[config.mk]
export PLATFORM = sky130hd
export DESIGN_NAME = sysid_check_master
export DESIGN_NICKNAME = d
export VERILOG_FILES = /design/src/rtl/sysid_check_master.sv
export SDC_FILE = /design/constraint.sdc
export NUM_CORES = 1
export LEC_CHECK = 0
export ABC_AREA = 0
export BUFFER_PORTS_ARGS = -buffer_cell sky130_fd_sc_hd__buf_2
export CORE_MARGIN = 5
export CORE_UTILIZATION = 33
export CTS_CLUSTER_DIAMETER = 150
export CTS_CLUSTER_SIZE = 14
export DETAILED_ROUTE_END_ITERATION = 8
export GPL_TIMING_DRIVEN = 0
export PLACE_DENSITY = 0.62
export RECOVER_POWER = 50
export SLEW_MARGIN = 20
export SYNTH_ARGS = -nofsm -noshare
export SYNTH_HDL_FRONTEND = slang
export SYNTH_SLANG_ARGS = --single-unit
[constraint.sdc]
create_clock -name clock -period 2.9 [get_ports clock]
set_input_delay 0.29 -clock clock [delete_from_list [all_inputs] [get_ports clock]]
set_output_delay 0.29 -clock clock [all_outputs]
set_load 0.01 [all_outputs]
[src/rtl/sysid_check_master.sv]
// -----------------------------------------------------------------------------
// sysid_check_master
//
// Avalon-MM read master placed directly downstream of the system-ID slave.
// After a start request it reads word 0 (system ID) and then word 1 (build
// timestamp). It compares both against build-time expected values and
// publishes pass / fail / timeout status for boot logic.
//
// A read that stalls for TIMEOUT_CYCLES consecutive waitrequest cycles is
// abandoned. The check is then retried from the ID word, up to MAX_RETRIES
// times. A data mismatch is never retried.
//
// Optional feature (macro SYSID_CHECK_AUTOSTART_EN):
//   When the macro is defined, the first full cycle after reset release acts
//   as an internal start pulse. A check therefore runs once without software.
//   When the macro is undefined, the block waits in IDLE for start.
//
// Ports:
//   clock            in   system clock, all state on the rising edge
//   reset            in   asynchronous, active-high reset
//   start            in   one-cycle check request, ignored while busy
//   avm_address      out  0 = ID word, 1 = timestamp word
//   avm_read         out  Avalon read strobe
//   avm_waitrequest  in   slave stall
//   avm_readdata     in   read data, valid in the completing cycle
//   busy             out  check in progress
//   done             out  check finished, results valid (level)
//   pass             out  done and both words matched
//   id_ok            out  captured ID equals EXPECTED_ID
//   ts_ok            out  captured timestamp equals EXPECTED_TS
//   timeout          out  done because the retries were exhausted
//   captured_id      out  last ID word read
//   captured_ts      out  last timestamp word read
//   retry_count      out  timed-out attempts in the current check
// -----------------------------------------------------------------------------
module sysid_check_master #(
   parameter logic [31:0] EXPECTED_ID    = 32'd102,
   parameter logic [31:0] EXPECTED_TS    = 32'd1526570516,
   parameter int          TIMEOUT_CYCLES = 255,
   parameter int          MAX_RETRIES    = 3
) (
   input  logic        clock,
   input  logic        reset,
   input  logic        start,
   output logic        avm_address,
   output logic        avm_read,
   input  logic        avm_waitrequest,
   input  logic [31:0] avm_readdata,
   output logic        busy,
   output logic        done,
   output logic        pass,
   output logic        id_ok,
   output logic        ts_ok,
   output logic        timeout,
   output logic [31:0] captured_id,
   output logic [31:0] captured_ts,
   output logic [7:0]  retry_count
);

   // The wait counter and retry_count are 8 bits wide. The limits are
   // clamped into that range so that an oversized parameter cannot wrap.
   localparam logic [7:0] TIMEOUT_LIMIT =
      (TIMEOUT_CYCLES > 255) ? 8'd255 :
      (TIMEOUT_CYCLES < 1)   ? 8'd1   : 8'(TIMEOUT_CYCLES);
   localparam logic [7:0] RETRY_LIMIT =
      (MAX_RETRIES > 255) ? 8'd255 :
      (MAX_RETRIES < 0)   ? 8'd0   : 8'(MAX_RETRIES);

   typedef enum logic [2:0] {
      S_IDLE,
      S_RD_ID,
      S_RD_TS,
      S_COMPARE,
      S_RETRY,
      S_DONE
   } state_t;

   state_t      r_state;
   logic        r_avm_read;
   logic        r_avm_address;
   logic        r_busy;
   logic        r_done;
   logic        r_pass;
   logic        r_id_ok;
   logic        r_ts_ok;
   logic        r_timeout;
   logic [31:0] r_captured_id;
   logic [31:0] r_captured_ts;
   logic [7:0]  r_retry_count;
   logic [7:0]  r_wait_cnt;

   state_t      w_nxt_state;
   logic        w_nxt_avm_read;
   logic        w_nxt_avm_address;
   logic        w_nxt_busy;
   logic        w_nxt_done;
   logic        w_nxt_pass;
   logic        w_nxt_id_ok;
   logic        w_nxt_ts_ok;
   logic        w_nxt_timeout;
   logic [31:0] w_nxt_captured_id;
   logic [31:0] w_nxt_captured_ts;
   logic [7:0]  w_nxt_retry_count;
   logic [7:0]  w_nxt_wait_cnt;

   logic        w_start;
   logic [7:0]  w_wait_inc;

`ifdef SYSID_CHECK_AUTOSTART_EN
   // r_auto_arm is 1 for the first clock after reset release. That clock
   // moves the arm flag into r_auto_start, so the internal start pulse is
   // seen during the first full cycle and is then gone for good.
   logic r_auto_arm;
   logic r_auto_start;

   always_ff @(posedge clock or posedge reset) begin
      if (reset) begin
         r_auto_arm   <= 1'b1;
         r_auto_start <= 1'b0;
      end else begin
         r_auto_start <= r_auto_arm;
         r_auto_arm   <= 1'b0;
      end
   end

   assign w_start = start | r_auto_start;
`else
   assign w_start = start;
`endif

   // Saturating increment of the wait counter.
   assign w_wait_inc = (r_wait_cnt == 8'hFF) ? 8'hFF : r_wait_cnt + 8'd1;

   // Next-state and next-output logic.
   // NOTE: every signal gets a hold-value default before the case. That way
   // no path through the block can leave a signal unassigned and infer a latch.
   always_comb begin
      w_nxt_state       = r_state;
      w_nxt_avm_read    = r_avm_read;
      w_nxt_avm_address = r_avm_address;
      w_nxt_busy        = r_busy;
      w_nxt_done        = r_done;
      w_nxt_pass        = r_pass;
      w_nxt_id_ok       = r_id_ok;
      w_nxt_ts_ok       = r_ts_ok;
      w_nxt_timeout     = r_timeout;
      w_nxt_captured_id = r_captured_id;
      w_nxt_captured_ts = r_captured_ts;
      w_nxt_retry_count = r_retry_count;
      w_nxt_wait_cnt    = r_wait_cnt;

      case (r_state)
         S_IDLE, S_DONE: begin
            if (w_start) begin
               w_nxt_state       = S_RD_ID;
               w_nxt_avm_read    = 1'b1;
               w_nxt_avm_address = 1'b0;
               w_nxt_busy        = 1'b1;
               w_nxt_done        = 1'b0;
               w_nxt_pass        = 1'b0;
               w_nxt_id_ok       = 1'b0;
               w_nxt_ts_ok       = 1'b0;
               w_nxt_timeout     = 1'b0;
               w_nxt_retry_count = 8'd0;
               w_nxt_wait_cnt    = 8'd0;
            end
         end

         S_RD_ID, S_RD_TS: begin
            if (avm_waitrequest) begin
               if (w_wait_inc >= TIMEOUT_LIMIT) begin
                  // Abandon the stalled read. It is retried from the ID word,
                  // or the check ends with timeout once the retries are used up.
                  w_nxt_avm_read    = 1'b0;
                  w_nxt_avm_address = 1'b0;
                  w_nxt_wait_cnt    = 8'd0;
                  if (r_retry_count < RETRY_LIMIT) begin
                     w_nxt_retry_count = r_retry_count + 8'd1;
                     w_nxt_state       = S_RETRY;
                  end else begin
                     w_nxt_timeout = 1'b1;
                     w_nxt_pass    = 1'b0;
                     w_nxt_done    = 1'b1;
                     w_nxt_busy    = 1'b0;
                     w_nxt_state   = S_DONE;
                  end
               end else begin
                  // Address and read are held while the slave stalls.
                  w_nxt_wait_cnt = w_wait_inc;
               end
            end else if (r_state == S_RD_ID) begin
               // Back-to-back read: the strobe stays high and only the address moves.
               w_nxt_captured_id = avm_readdata;
               w_nxt_wait_cnt    = 8'd0;
               w_nxt_avm_address = 1'b1;
               w_nxt_state       = S_RD_TS;
            end else begin
               w_nxt_captured_ts = avm_readdata;
               w_nxt_wait_cnt    = 8'd0;
               w_nxt_avm_read    = 1'b0;
               w_nxt_avm_address = 1'b0;
               w_nxt_state       = S_COMPARE;
            end
         end

         S_COMPARE: begin
            w_nxt_id_ok = (r_captured_id == EXPECTED_ID);
            w_nxt_ts_ok = (r_captured_ts == EXPECTED_TS);
            w_nxt_pass  = (r_captured_id == EXPECTED_ID) &&
                          (r_captured_ts == EXPECTED_TS);
            w_nxt_done  = 1'b1;
            w_nxt_busy  = 1'b0;
            w_nxt_state = S_DONE;
         end

         S_RETRY: begin
            w_nxt_wait_cnt    = 8'd0;
            w_nxt_avm_read    = 1'b1;
            w_nxt_avm_address = 1'b0;
            w_nxt_state       = S_RD_ID;
         end

         default: begin
            w_nxt_state       = S_IDLE;
            w_nxt_avm_read    = 1'b0;
            w_nxt_avm_address = 1'b0;
            w_nxt_busy        = 1'b0;
         end
      endcase
   end

   // State register.
   // NOTE: sequential blocks use non-blocking assignments only. All registers
   // then update from the same pre-edge values, whatever the order of statements.
   always_ff @(posedge clock or posedge reset) begin
      if (reset) r_state <= S_IDLE;
      else       r_state <= w_nxt_state;
   end

   // Registered outputs and datapath. Reset clears the captured words too,
   // so no data from an interrupted read survives.
   always_ff @(posedge clock or posedge reset) begin
      if (reset) begin
         r_avm_read    <= 1'b0;
         r_avm_address <= 1'b0;
         r_busy        <= 1'b0;
         r_done        <= 1'b0;
         r_pass        <= 1'b0;
         r_id_ok       <= 1'b0;
         r_ts_ok       <= 1'b0;
         r_timeout     <= 1'b0;
         r_captured_id <= 32'd0;
         r_captured_ts <= 32'd0;
         r_retry_count <= 8'd0;
         r_wait_cnt    <= 8'd0;
      end else begin
         r_avm_read    <= w_nxt_avm_read;
         r_avm_address <= w_nxt_avm_address;
         r_busy        <= w_nxt_busy;
         r_done        <= w_nxt_done;
         r_pass        <= w_nxt_pass;
         r_id_ok       <= w_nxt_id_ok;
         r_ts_ok       <= w_nxt_ts_ok;
         r_timeout     <= w_nxt_timeout;
         r_captured_id <= w_nxt_captured_id;
         r_captured_ts <= w_nxt_captured_ts;
         r_retry_count <= w_nxt_retry_count;
         r_wait_cnt    <= w_nxt_wait_cnt;
      end
   end

   assign avm_read    = r_avm_read;
   assign avm_address = r_avm_address;
   assign busy        = r_busy;
   assign done        = r_done;
   assign pass        = r_pass;
   assign id_ok       = r_id_ok;
   assign ts_ok       = r_ts_ok;
   assign timeout     = r_timeout;
   assign captured_id = r_captured_id;
   assign captured_ts = r_captured_ts;
   assign retry_count = r_retry_count;

endmodule

---- Word level (Yosys, flattened, before mapping) ----
Cells that the tools add are included.
cells by class
  bitwise operators ....................... 4
  reduce and logical (&&, ||, !) cells .... 19
  add/sub/neg operators ................... 2
  order comparisons ....................... 2
  equal/unequal tests ..................... 15
  multiplexer cells ....................... 36
operators with widths
  kind                                                                   count
  8-bit two-way mux                                                      7
  32-bit by 31-bit == test with 1-bit output (second input constant)     1
  32-bit by 7-bit == test with 1-bit output (second input constant)      1
  8-bit case mux with 3 select lines                                     1
  5-bit AND reduction                                                    4
  8-bit by 1-bit adder with 8-bit output (second input constant)         2
  8-bit case mux with 2 select lines                                     1
  1-bit two-way mux                                                      15
  1-bit case mux with 3 select lines                                     4
  3-bit case mux with 4 select lines                                     1
  2-bit != test (second input constant)                                  5
  3-bit two-way mux                                                      3
  3-bit AND reduction                                                    3
  8-bit == test (second input constant)                                  1
  8-bit greater-or-equal comparator (second input constant)              1
  8-bit by 2-bit < comparator with 1-bit output (second input constant)  1
  3-bit by 2-bit == test with 1-bit output (second input constant)       2
  3-bit == test (second input constant)                                  2
  3-bit != test (second input constant)                                  2
  1-bit case mux with 2 select lines                                     3
  2-bit AND reduction                                                    3
  3-bit nonzero test                                                     2
  1-bit inverter                                                         4
  1-bit case mux with 4 select lines                                     1
  other kinds (6)                                                        8
word-level totals
  input port bits ......................... 36
  output and inout port bits .............. 80
  word-level logic and storage cells ...... 91
  flip-flop bits (word level) ............. 91

---- Logic depth before layout (Yosys ltp) ----
  depth after elaboration ................. 6
  mapped depth ............................ 7
  depth with buffers taken out ............ 6

---- Worst setup path before layout ----
OpenSTA, ideal clock, no wires.
  path kind ............................... register to register
  start point ............................. register r_retry_count[0] (netlist: retry_count[0])
  end point ............................... register r_retry_count[0] (netlist: retry_count[0])
  path slack .............................. 0.845 ns
  cell stages (with the launch flop) ...... 7
  arrival ................................. 1.927 ns
  data required time ...................... 2.772 ns
  cell sequence ........................... dfrtp_1 -> ha_1 -> or4_1 -> nor4_2 -> nor2b_1 -> a21boi_1 -> mux2_1
on the way
  longest elaborated chain between the ends .. 5
ends and longest elaborated chain
  what                                    line  text
  start, declared                         89    logic [7:0] r_retry_count;
  start signal, assigned                  267   r_retry_count <= w_nxt_retry_count;
  8-bit by 1-bit adder with 8-bit output  178   w_nxt_retry_count = r_retry_count + 8'd1;
  8-bit two-way mux                       177   if (r_retry_count < RETRY_LIMIT) begin
  8-bit two-way mux                       171   if (w_wait_inc >= TIMEOUT_LIMIT) begin
  8-bit two-way mux                       170   if (avm_waitrequest) begin
  8-bit case mux with 2 select lines      152   case (r_state)
Several ways; a longest one is shown, not always the timed one. The select of a mux whose other input is x is not followed.
A chain may end at the register's enable or synchronous reset.

---- Worst setup path after layout ----
  start point ............................. register r_wait_cnt[0]
  end point ............................... register r_avm_address (netlist: avm_address)
on the way
  longest elaborated chain between the ends .. 5
ends and longest elaborated chain
  what                                                                     line  text
  start, declared                                                          90    logic [7:0] r_wait_cnt;
  start signal, assigned                                                   268   r_wait_cnt <= w_nxt_wait_cnt;
  8-bit by 1-bit adder with 8-bit output or 8-bit == test (tied branches)  132   assign w_wait_inc = (r_wait_cnt == 8'hFF) ? 8'hFF : r_wait_cnt + 8'd1;
  8-bit two-way mux *                                                      132
  8-bit greater-or-equal comparator *                                      171
  3-bit != test (no source line) *                                         -
  3-bit AND reduction (no source line) *                                   -
  end signal, assigned                                                     258   r_avm_address <= w_nxt_avm_address;
  end, declared                                                            80    logic r_avm_address;
Mark *: on every way between the ends. The rest lies on a longest branch, timed or not.

==> impl_metrics.ini <==
[synth]
synth_seq_cells = 91
synth_fp_nets = 365
yosys.area.top_type = dfrtp_1
synth_common_cells = dfrtp_1 (91), mux2_2 (63), nand2_1 (16), a21oi_1 (12), o21ai_0 (11)
yosys-top-cells-area = dfrtp_1 (55%), mux2_2 (17%), a21oi_1 (1.5%)
yosys_warnings = 0
synth_edf_count = 0
synth_top_area_share_pct = 55.27
synth_area_um2 = 4120
ys_seq_area_share_pct = 55.27
yosysMostFrequentCell = dfrtp_1
synth_cell_type_count = 57
syn_avg_cell_area_um2 = 12.60
synthCells = 327
synthArstFlopShare_pct = 100.0
ys.flop_type = dfrtp_1

[die]
initial_utilization_pct = 34.02
core_area_um2 = 12110
ios = 116
fp-row-count = 40
die_w_um = 121.7
dieArea_um2 = 14820
dieHeight_um = 121.7

[drt]
vias = 3130
ant_nets = 0
wl_mm = 10.37
drtIter0Drc = 104
drtPass1Iterations = 4
wl_per_cell_um = 16.63
viasPerCell = 5.016
drc_errors = 0

[worst_setup_path]
crit_path_start_kind = flip-flop
r2r_setup_slack_ps = 570
cp.depth = 7
cp_top_family = compound AO/OA/AOI/OAI gates
worstPathCellList = ha_1 > and3_2 > a32oi_1 > o41ai_4 > buf_6 > nand3_1 > a21o_1
cpMaxStageDelayCell = o41ai_4
cp-startpoint = r_wait_cnt[0]$_DFFE_PP0P_
crit_buf_inv = 1
crit_required_ps = 3120
crit_type = flip-flop to flip-flop
end_kind = flip-flop
cp_data_arrival_time_ps = 2550
cpPeakStageDelay_ps = 560
reg2reg_depth = 7
r2r-end = avm_address$_DFFE_PP0P_
path_max_fanout = 10
crit_end = avm_address$_DFFE_PP0P_
r2r_start = r_wait_cnt[0]$_DFFE_PP0P_

[timing]
tns_ps = 0
rsz0062_at_grt = false
layout_min_cycle_time_ps = 2328
slew_violations = 0
fin_crit_sh_pct = 80.28
worst_slack_ps = 571.9
setup_viol = 0
skew_ps = 7.731
worstMarginPinSlew_ps = 991.3
hold_viol_final = 0
max_freq_ghz = 0.4295
max_slew_margin_pct = 33.91

[clocking]
cts.sink_count = 91
cts_buffers = 9
clock_latency_ps = 330
path_clk_slew_ps = 60
clockBufferDepth = 2
cts-root-buf = clkbuf_16
cts_resized = 0
htree_levels = 3
cts_tree = built

[power]
fin_total_pwr_w = 0.005269
power.leakage_nw = 2.316
powerDensity_nw_per_um2 = 1030
vdd_drop_max_v = 0.0005406

[global_route]
grt_pass1_vias = 3280
antenna_found_initial = 0
grt_pass1_wl_mm = 16.70
grt_usage_pct = 14.25
grt_max_degree = 75
gr-total-overflow = 0

[finish]
antenna_cells = 0
drive_gt1_share_pct = 37.94
nFillCells = 1226
syn_to_final_growth_pct = 24.20
fin_nets = 492
fin_util_pct = 42.25

[outcome]
status = finished, final reports clean

[placed_design]
routabilityCongestion = 0.8393
port_buffers = 114
dp_slack_ps = 550.5
dpl.hpwl_mm = 7.787

[job]
maxCapViolations = 0

[worst_hold_path]
hold_path_class = input pin to flip-flop
## how the worst min path moves through the flow
stage	to	slack [ps]	from	cells past startpoint
finish	r_state[1]$_DFFE_PP0P_	200	avm_waitrequest	2
global route	captured_id[14]$_DFFE_PP0P_	190	avm_readdata[14]	2
CTS	r_state[1]$_DFFE_PP0P_	180	avm_waitrequest	2
detailed placement	captured_id[1]$_DFFE_PP0P_	230	reset	2
global placement	avm_address$_DFFE_PP0P_	460	avm_address$_DFFE_PP0P_	1
floorplan	r_state[1]$_DFFE_PP0P_	370	avm_waitrequest	1
## metal layers
layer  vias to the layer above  share of wire [%]  routed length (µm)  global-route usage, %
met5                         -                  0                   0                      0
met4                         0                1.6                 167                  5.392
met3                        10                7.8                 811                  5.617
met2                        92                 47                4885                  22.06
met1                      1564                 43                4509                  17.99
li1                       1464                  -                   -                      -
## repair_timing
| action | CTS | global route |
|---|---|---|
| hold buffers | 1 | 0 |
| setup buffers | 0 | 0 |
| endpoints found under the setup margin | 0 | 0 |
| hold endpoints to repair | 17 | 0 |
## registers in the layout, summed over array words and instances, names as in the netlist
| name | cells |
|---|---|
| avm_read | 1 |
| captured_ts | 32 |
| r_wait_cnt | 8 |
| done | 1 |
| id_ok | 1 |
| ts_ok | 1 |
| pass | 1 |
| avm_address | 1 |
| busy | 1 |
| retry_count | 8 |
| r_state | 3 |
| captured_id | 32 |
| timeout | 1 |
## power breakdown
part	switching [W]	internal (W)
combinational	0.00107	0.000971
clock	0.000454	0.000565
sequential	0.000424	0.00179
## cell usage in the layout (no fill, tap or decap), types with 2 or more instances in the layout
cell type | Yosys | routed
nor4_1 | 9 | 9
nor4bb_1 | 2 | 2
ha_1 | 2 | 2
o21a_1 | 2 | 2
or4bb_1 | 2 | 2
nor2_1 | 8 | 8
o211ai_1 | 4 | 4
or4_1 | 2 | 2
nor3_1 | 4 | 4
or3_1 | 2 | 2
dfrtp_1 | 91 | 91
nand2_1 | 16 | 16
nor4b_1 | 3 | 3
nor2b_1 | 4 | 4
a21o_1 | 7 | 7
o21ai_0 | 11 | 11
mux2_2 | 63 | 63
clkinv_2 | 0 | 2
buf_2 | 10 | 84
nand2b_1 | 7 | 7
o221ai_1 | 2 | 2
clkbuf_16 | 0 | 9
and3_1 | 2 | 2
xor2_1 | 2 | 2
nand4b_1 | 2 | 2
mux2_1 | 2 | 2
nand4_1 | 6 | 6
nand3_1 | 4 | 4
clkbuf_1 | 4 | 45
a31oi_1 | 2 | 2
a21oi_1 | 12 | 12
and2_1 | 7 | 7
and4_1 | 2 | 2
inv_1 | 6 | 5
## final cells by class
class / count / area, µm² / area share, %
Clock buffer: 10 / 229.0 / 4.474
Sequential cell: 91 / 2277 / 44.50
Inverter: 6 / 23.77 / 0.4645
Buffer: 15 / 76.32 / 1.491
Multi-Input combinational cell: 215 / 1744 / 34.08
Tap cell: 168 / 210.2 / 4.108
Clock inverter: 3 / 18.77 / 0.3667
Timing Repair Buffer: 116 / 538.0 / 10.51
## cell families (layout without fill, tap and decap cells)
| kind of cell | after synthesis | after routing | share of synthesized area (%) |
|---|---|---|---|
| compound gates | 55 | 55 | 9.809 |
| buf+inv | 21 | 150 | 2.399 |
| mux | 66 | 66 | 18.01 |
| simple gates | 90 | 90 | 13.48 |
| fa+ha+maj | 2 | 2 | 0.6073 |
| flops | 91 | 91 | 55.27 |
| xor+xnor | 2 | 2 | 0.4252 |
## per-stage QoR
| step | instances | hold slack, ps | area (µm²) |
|---|---|---|---|
| 6_report | 624 | 196.9 | 5117 |
| 5_1_grt | 624 | 192.4 | 5117 |
| 4_1_cts | 624 | 180.2 | 5191 |
| 3_5_place_dp | 610 | 233.9 | 4933 |
| 3_3_place_gp | 609 | 458.1 | 4901 |
| 2_1_floorplan | 327 | 373.2 | 4120 |
No activity file was read; power rests on OpenSTA's default activity.
